## src/rtl/instr_encode.sv

```systemverilog
// Packs opcode/param fields into 16-bit words, buffers them in a small FIFO and
// numbers each delivered word; a HALT_OP word closes the stream until restart.
module instr_encode #(
    parameter int         DEPTH   = 4,
    parameter int         ADDR_W  = 8,
    parameter logic [3:0] HALT_OP = 4'hF
) (
    input  logic                     IE_clock,
    input  logic                     IE_reset,
    input  logic                     in_valid,
    input  logic [3:0]               in_opcode,
    input  logic [5:0]               in_param1,
    input  logic [5:0]               in_param2,
    output logic                     in_ready,
    output logic                     out_valid,
    input  logic                     out_ready,
    output logic [15:0]              out_instruction,
    output logic [ADDR_W-1:0]        out_addr,
    input  logic                     restart,
    output logic [$clog2(DEPTH):0]   count,
    output logic                     done,
    output logic                     wrap_flag
);

    localparam int            PW      = $clog2(DEPTH);
    localparam logic [PW:0]   DEPTH_C = (PW+1)'(DEPTH);

    typedef enum logic [0:0] {
        RUN    = 1'b0,
        HALTED = 1'b1
    } state_t;

    state_t              state_r;
    state_t              state_s;
    logic [15:0]         mem_r [DEPTH];
    logic [PW-1:0]       wr_ptr_r;
    logic [PW-1:0]       rd_ptr_r;
    logic [PW:0]         count_r;
    logic [ADDR_W-1:0]   addr_r;
    logic                wrap_r;
    logic                push_s;
    logic                pop_s;
    logic                restart_s;

    assign push_s    = in_valid && in_ready;
    assign pop_s     = out_valid && out_ready;
    // Restart only counts once the halted stream has fully drained.
    assign restart_s = (state_r == HALTED) && restart && (count_r == '0);

    assign out_instruction = mem_r[rd_ptr_r];
    assign out_addr        = addr_r;
    assign count           = count_r;
    assign wrap_flag       = wrap_r;

    // State register.
    always_ff @(posedge IE_clock or posedge IE_reset) begin
        if (IE_reset) begin
            state_r <= RUN;
        end else begin
            state_r <= state_s;
        end
    end

    // Next-state logic: halt on accepting HALT_OP, resume on a qualified restart.
    always_comb begin
        state_s = state_r;
        case (state_r)
            RUN: begin
                if (push_s && (in_opcode == HALT_OP)) begin
                    state_s = HALTED;
                end else begin
                    state_s = RUN;
                end
            end
            HALTED: begin
                if (restart_s) begin
                    state_s = RUN;
                end else begin
                    state_s = HALTED;
                end
            end
            default: state_s = RUN;
        endcase
    end

    // Output decode from state and occupancy.
    always_comb begin
        in_ready  = 1'b0;
        done      = 1'b0;
        out_valid = (count_r != '0);
        case (state_r)
            RUN: begin
                in_ready = (count_r < DEPTH_C);
                done     = 1'b0;
            end
            HALTED: begin
                in_ready = 1'b0;
                done     = (count_r == '0);
            end
            default: begin
                in_ready = 1'b0;
                done     = 1'b0;
            end
        endcase
    end

    // Word buffer, pointers and occupancy; pointers wrap naturally at DEPTH.
    always_ff @(posedge IE_clock or posedge IE_reset) begin
        if (IE_reset) begin
            for (int i = 0; i < DEPTH; i++) begin
                mem_r[i] <= 16'h0000;
            end
            wr_ptr_r <= '0;
            rd_ptr_r <= '0;
            count_r  <= '0;
        end else begin
            if (push_s) begin
                mem_r[wr_ptr_r] <= {in_opcode, in_param1, in_param2};
                wr_ptr_r        <= wr_ptr_r + PW'(1);
            end
            if (pop_s) begin
                rd_ptr_r <= rd_ptr_r + PW'(1);
            end
            case ({push_s, pop_s})
                2'b10:   count_r <= count_r + (PW+1)'(1);
                2'b01:   count_r <= count_r - (PW+1)'(1);
                default: count_r <= count_r;
            endcase
        end
    end

    // Program address of the head word and its sticky wrap indicator.
    always_ff @(posedge IE_clock or posedge IE_reset) begin
        if (IE_reset) begin
            addr_r <= '0;
            wrap_r <= 1'b0;
        end else if (restart_s) begin
            addr_r <= '0;
            wrap_r <= 1'b0;
        end else if (pop_s) begin
            addr_r <= addr_r + ADDR_W'(1);
            if (addr_r == {ADDR_W{1'b1}}) begin
                wrap_r <= 1'b1;
            end else begin
                wrap_r <= wrap_r;
            end
        end else begin
            addr_r <= addr_r;
            wrap_r <= wrap_r;
        end
    end

endmodule

```

## config.mk

```make
export PLATFORM = sky130hd
export DESIGN_NAME = instr_encode
export DESIGN_NICKNAME = d
export VERILOG_FILES = /design/src/rtl/instr_encode.sv
export SDC_FILE = /design/constraint.sdc
export NUM_CORES = 1
export LEC_CHECK = 0
export CORE_UTILIZATION = 45
export DETAILED_ROUTE_END_ITERATION = 12
export PLACE_DENSITY_LB_ADDON = 0.05
export REMOVE_ABC_BUFFERS = 1
export SLEW_MARGIN = 20
export SYNTH_ARGS = -nofsm -noshare
export SYNTH_HDL_FRONTEND = slang
export SYNTH_SLANG_ARGS = --single-unit
export TNS_END_PERCENT = 30
```

## constraint.sdc

```tcl
create_clock -name IE_clock -period 3.3 [get_ports IE_clock]
set_clock_uncertainty 0.2 [all_clocks]
set_input_delay 0.66 -clock IE_clock [delete_from_list [all_inputs] [get_ports IE_clock]]
set_output_delay 0.66 -clock IE_clock [all_outputs]
set_load 0.005 [all_outputs]
```

==> flow_metrics.tcl <==
set metrics [dict create \
    drt-initial-drc-count 58 \
    floorplan.die.height_um 95.3 \
    post_cts.resized_instances 0 \
    ir_drop_mv 0.362 \
    detail_route.vias_per_cell 5.33 \
    post_synth_inst_count 245 \
    status "complete, no violations" \
    layout-area-overhead-vs-synth_pct 19.3 \
    power_per_cell_area_nw_per_um2 969 \
    grt_pass1_wl_um 12200 \
    max_slew_margin_pct 48.3 \
    antenna_diode_count 0 \
    finish.utilization_pct 56.3 \
    placeable_core_region_um2 8300 \
    mappedNetlistArea_um2 3920 \
    hold_path_class "reg2reg" \
    antenna_found_initial 0 \
    fin_setup_tns_ns 0 \
    dp_cells 394 \
    cts.sinks 81 \
    clk_latency_ns 0.35 \
    post_drt_wl_per_cell_um 18.1 \
    rsz0062_at_grt "false" \
    gp_weighted_congestion 0.846 \
    min_period_over_period_pct 90.5 \
    grt_usage_pct 18.2 \
    slowest_delay_ns 0.59 \
    final-setup-viol-count 0 \
    fp-row-count 33 \
    synth_sequential_area_ratio_pct 51.8 \
    detailed_route_wire_length_um 7380 \
    die_area_um2 9080 \
    switching_share_pct 29.1 \
    worstPathRequired_ns 2.44 \
    clock_slew_at_the_register_clock_pins_of_the_worst_setup_and_hold_paths_ns 0.07 \
    hpwl_um 4590 \
    max_freq_ghz 0.335 \
    number_of_detailed_route_iterations_in_the_first_pass 4 \
    place.port_buffers 51 \
    worst_pin_slew_ns 0.764 \
    final_layout_size_suffix_gt1_share_pct 34.2 \
    initial_core_util_pct 47.2 \
    netlist-cell-type-count 30 \
    cts_hold_repair.buffers 0 \
    syn_avg_cell_area_um2 16.0 \
    cts_htree_levels 3 \
    timing.final.hold_violations 0 \
    tritoncts "yes" \
    cp-start-kind "flop" \
    pin_count 52 \
    critical_path.endpoint_type "output port" \
    chipWidth_um 95.3 \
    critPathMaxFanout 12 \
    min_period_ns 2.98 \
    synth_warn 0 \
    grt_overflow 0 \
    critical_path.slowest_cell "sky130_fd_sc_hd__dfrtp_1" \
    antenna_left 0 \
    power.share.combinational_pct 44.8 \
    worst-setup-path-type "reg2out" \
    layout.cells.non_filler 409 \
    critical_path_cell_by_cell "buf_12 > mux4_2 > clkdlybuf4s50_1" \
    largest_net_degree_at_the_start_of_global_routing 53 \
    clkPwrFrac_pct 15.4 \
    timing.critical_path.buf_inv 2 \
    routed-via-count 2182 \
    first_global_vias 2296 \
    remaining_drc_errors 0 \
    power.switching_mw 1.32 \
    tritoncts.num_buffers 9 \
    ys_ff_latch 81 \
    num-nets-final 328 \
    timing.critical_path.arrival_ns 2.12 \
    cpLargestDelayFamily "buffers and inverters" \
    cts-root-to-sink-buffers 2 \
    post-cts-setup-buffer-count 0 \
    sequentialPowerShare_pct 39.9 \
    slew_viol_final 0 \
    power_report.internal_total_mw 3.21 \
    total_of_max_cap_violations 0 \
    clockRootBuffer "sky130_fd_sc_hd__clkbuf_8" \
    leakagePower_nw 1.99 \
]
[metal layers]
metal	up-vias	track usage [%]	wire, µm
li1	995	-	-
met1	1124	25.4	3560
met4	0	6.44	65
met3	8	3.91	295
met2	55	27.9	3460
met5	-	0	0
[path summary, 6_finish.rpt]
kind | from | end | slack [ns] | depth (start not counted)
min in group asynchronous | IE_reset | out_addr[1]$_DFFE_PP0P_ | 0.47 | 2
max reg2reg | count[2]$_DFFE_PP0P_ | count[2]$_DFFE_PP0P_ | 0.71 | 7
max in group asynchronous | IE_reset | mem_r[44]$_DFFE_PP0P_ | 1.78 | 3
min reg2reg | mem_r[12]$_DFFE_PP0P_ | mem_r[12]$_DFFE_PP0P_ | 0.31 | 1
min | mem_r[12]$_DFFE_PP0P_ | mem_r[12]$_DFFE_PP0P_ | 0.31 | 1
max | rd_ptr_r[1]$_DFFE_PP0P_ | out_instruction[10] | 0.32 | 3
[layout make-up]
cell class,instances,area [µm²]
inverter,9,35.0
clock inverter,5,57.6
clock buffer,10,128
fill,674,3630
sequential,81,2030
multi-input combinational,141,1690
timing repair buffer,58,601
tap,105,131
[kinds of logic after synthesis]
logic type	Yosys count	synth area share, %
compound gates	18	2.97
xor+xnor	7	1.57
fa+ha+maj	7	2.43
buf+inv	23	4.98
flops	81	51.8
mux	83	32.2
simple gates	26	4.06
[state kept, by name, summed over array words and instances, names as in the netlist]
register	flops
out_addr	8
wr_ptr_r	2
rd_ptr_r	2
count	3
mem_r	64
state_r	1
wrap_flag	1
[placed cells by master, fill, tap and decap left out, types with 2 or more instances in the layout]
cell type                          n
sky130_fd_sc_hd__nand3_1           2
sky130_fd_sc_hd__clkinvlp_4        3
sky130_fd_sc_hd__clkinv_2          2
sky130_fd_sc_hd__nand2_1           4
sky130_fd_sc_hd__or4_1             2
sky130_fd_sc_hd__clkdlybuf4s50_1  51
sky130_fd_sc_hd__o21ai_0           6
sky130_fd_sc_hd__mux2_2           25
sky130_fd_sc_hd__mux2i_1           2
sky130_fd_sc_hd__mux2_4           40
sky130_fd_sc_hd__mux4_2           16
sky130_fd_sc_hd__dfrtp_1          81
sky130_fd_sc_hd__or3_1             2
sky130_fd_sc_hd__xnor2_1           5
sky130_fd_sc_hd__and2_1            5
sky130_fd_sc_hd__buf_12            3
sky130_fd_sc_hd__o31ai_1           4
sky130_fd_sc_hd__buf_4             4
sky130_fd_sc_hd__ha_1              6
sky130_fd_sc_hd__nor2_1            5
sky130_fd_sc_hd__inv_1             8
sky130_fd_sc_hd__a21oi_1           4
sky130_fd_sc_hd__nand4_1           3
sky130_fd_sc_hd__xor2_1            2
sky130_fd_sc_hd__clkbuf_8          9
[cells in the mapped netlist]
library cell | count | area (µm²)
sky130_fd_sc_hd__dfrtp_1 | 81 | 2030
sky130_fd_sc_hd__mux2_4 | 40 | 601
sky130_fd_sc_hd__mux2_2 | 25 | 282
sky130_fd_sc_hd__mux4_2 | 16 | 360
sky130_fd_sc_hd__inv_1 | 9 | 33.8
sky130_fd_sc_hd__ha_1 | 6 | 75.1
sky130_fd_sc_hd__o21ai_0 | 6 | 30.0
sky130_fd_sc_hd__and2_1 | 5 | 31.3
sky130_fd_sc_hd__buf_2 | 5 | 25.0
sky130_fd_sc_hd__buf_6 | 5 | 56.3
sky130_fd_sc_hd__nor2_1 | 5 | 18.8
sky130_fd_sc_hd__xnor2_1 | 5 | 43.8
sky130_fd_sc_hd__a21oi_1 | 4 | 20.0
sky130_fd_sc_hd__buf_12 | 4 | 80.1
sky130_fd_sc_hd__nand2_1 | 4 | 15.0
sky130_fd_sc_hd__o31ai_1 | 4 | 30.0
sky130_fd_sc_hd__nand4_1 | 3 | 18.8
sky130_fd_sc_hd__mux2i_1 | 2 | 20.0
sky130_fd_sc_hd__nand3_1 | 2 | 10.0
sky130_fd_sc_hd__or3_1 | 2 | 12.5
sky130_fd_sc_hd__or4_1 | 2 | 15.0
sky130_fd_sc_hd__xor2_1 | 2 | 17.5
sky130_fd_sc_hd__and4_1 | 1 | 8.76
sky130_fd_sc_hd__and4b_1 | 1 | 10.0
sky130_fd_sc_hd__fa_1 | 1 | 20.0
sky130_fd_sc_hd__nor3b_4 | 1 | 18.8
sky130_fd_sc_hd__o221ai_1 | 1 | 8.76
sky130_fd_sc_hd__o311a_1 | 1 | 10.0
sky130_fd_sc_hd__o311ai_1 | 1 | 8.76
sky130_fd_sc_hd__o41ai_1 | 1 | 8.76
[metrics by stage]
step | total power [mW] | cell area [µm²] | hold WS, ns | setup slack, ns
6_report | 4.53 | 4670 | 0.308 | 0.315
3_5_place_dp | 3.87 | 4490 | 0.289 | 0.433
4_1_cts | 4.60 | 4670 | 0.313 | 0.248
3_3_place_gp | 3.85 | 4490 | 0.287 | 0.473
5_1_grt | 4.84 | 4670 | 0.322 | 0.206
2_1_floorplan | 3.00 | 3750 | 0.275 | 0.360
[power by group through the flow]
| stage | Sequential (mW) | Clock (mW) | Combinational, mW |
|---|---|---|---|
| floorplan | 1.77 | 0 | 1.23 |
| global placement | 1.81 | 0 | 2.03 |
| detailed placement | 1.82 | 0 | 2.05 |
| CTS | 1.81 | 0.726 | 2.06 |
| global route | 1.87 | 0.764 | 2.20 |
| finish | 1.80 | 0.697 | 2.03 |
(Power assumes the default switching activity.)
==> RTL edit (same flow settings) <==
Reset style: synchronous (`IE_reset`), changed in 3 clocked blocks.
--- a/src/rtl/instr_encode.sv
+++ b/src/rtl/instr_encode.sv
@@ -54,5 +54,5 @@
 
     // State register.
-    always_ff @(posedge IE_clock or posedge IE_reset) begin
+    always_ff @(posedge IE_clock) begin
         if (IE_reset) begin
             state_r <= RUN;
@@ -106,5 +106,5 @@
 
     // Word buffer, pointers and occupancy; pointers wrap naturally at DEPTH.
-    always_ff @(posedge IE_clock or posedge IE_reset) begin
+    always_ff @(posedge IE_clock) begin
         if (IE_reset) begin
             for (int i = 0; i < DEPTH; i++) begin
@@ -131,5 +131,5 @@
 
     // Program address of the head word and its sticky wrap indicator.
-    always_ff @(posedge IE_clock or posedge IE_reset) begin
+    always_ff @(posedge IE_clock) begin
         if (IE_reset) begin
             addr_r <= '0;
Formal check against the unedited RTL: differs if IE_reset is asserted again (counterexample within 4 cycles, from zero or initial values and one cycle with IE_reset high); with IE_reset held inactive, the same outputs for 4 cycles.
==> RTL edit against the unedited design <==
- sequential cell count rose by 2
- final area fell by 2.8%
- final cell count rose by 3.9%
- non-clock buffer count rose by 3
- area after synthesis fell by 5.6%
- worst setup slack improved by 0.14 ns
- first-iteration DRC count rose by 5.2%
- sequential share of layout area rose by 7.3 points
- count of clock-buffer cells in the layout did not move
- critical endpoint is now out_instruction[14]
- routed wire length fell by 2.3%
Power is not compared: it rests on default switching activity, and its combinational part moved more than twofold at a synthesized area within 25%.
==> RTL edit: results (changes against the unedited design) <==
metric;value;unit;change
multi_input_area_share;28.6;%;-7.6 points
ys_types;39;;+30%
cp_slowest_stage_delay;0.56;ns;-0.03 ns
gp_congestion;0.732;;-13%
synth_cells;257;;+4.9%
rrSetupSlack;0.94;ns;+0.23 ns
async_reset_ff_share;0;%;-100 points
buffer_area_share;12.9;%;+0.034 points
rows;32;;-3.0%
vias;2186;;+0.18%
clock-sinks;83;;+2.5%
clock_area_share;4.05;%;+0.085 points
critical_path_arrival;1.99;ns;-0.13 ns
place_hpwl;4390;um;-4.4%
n_all_inverters;12;;+3
first_global_vias;2137;;-6.9%
crit_fanout;16;;+4
wl_met1;3320;um;-6.6%
synth_edf_count;64;;+64
worstReg2RegEnd;count[2]$_SDFFE_PP0P_;;
cpMaxStageDelayCell;mux4_2;;
status;completed;;
rr_worst_depth;8;;+1
grt_pass1_wl;11300;um;-6.9%
whs_path_depth;2;;+1
maxSlewHeadroom;60.5;%;+12 points
viasPerCell;5.14;;-3.6%
setup_slack;0.452;ns;+0.137 ns
netlist_top_cells_area;edfxtp_1 (52%), and2_1 (10%), dfxtp_1 (10%), mux4_2 (9.7%), nor2_1 (1.4%);;
drive_gt1_share;15.5;%;-19 points
hold_ws;0.248;ns;-0.0606 ns
place_inst;409;;+3.8%
endpoint;out_instruction[14];;
use_met1;23.7;%;-1.6 points
wl_met3;333;um;+13%
use_met3;3.45;%;-0.46 points
hold_start;wrap_flag$_SDFFE_PP0P_;;
nets;342;;+4.3%
buffers;61;;+5.2%
## RTL edit: changes by cell type after synthesis, moves of 5 or more
cell | before | now
and2_1 | 5 | 61
buf_6 | 5 | 0
clkbuf_1 | 0 | 5
dfrtp_1 | 81 | 0
dfxtp_1 | 0 | 19
edfxtp_1 | 0 | 64
mux2_2 | 25 | 0
mux2_4 | 40 | 0
nor2_1 | 5 | 14
## RTL edit: cell families after synthesis
kind of cell               after synthesis  synth area share [%]
adders and majority gates                3                  1.22
DFF                                     83                  62.2
xor gates and xnor gates                 8                  1.89
buffers and inverters                   23                  2.60
muxes                                   17                  10.0
and+or+nand+nor                        100                  17.4
AOI/OAI and AO/OA                       23                  4.64
## RTL edit: power groups by stage
stage | Sequential [mW] | Clock (mW) | Combinational, mW
CTS | 1.38 | 0.709 | 0.864
floorplan | 1.43 | 0 | 0.409
global placement | 1.40 | 0 | 0.852
finish | 1.38 | 0.698 | 0.844
detailed placement | 1.40 | 0 | 0.859
global route | 1.40 | 0.745 | 0.921
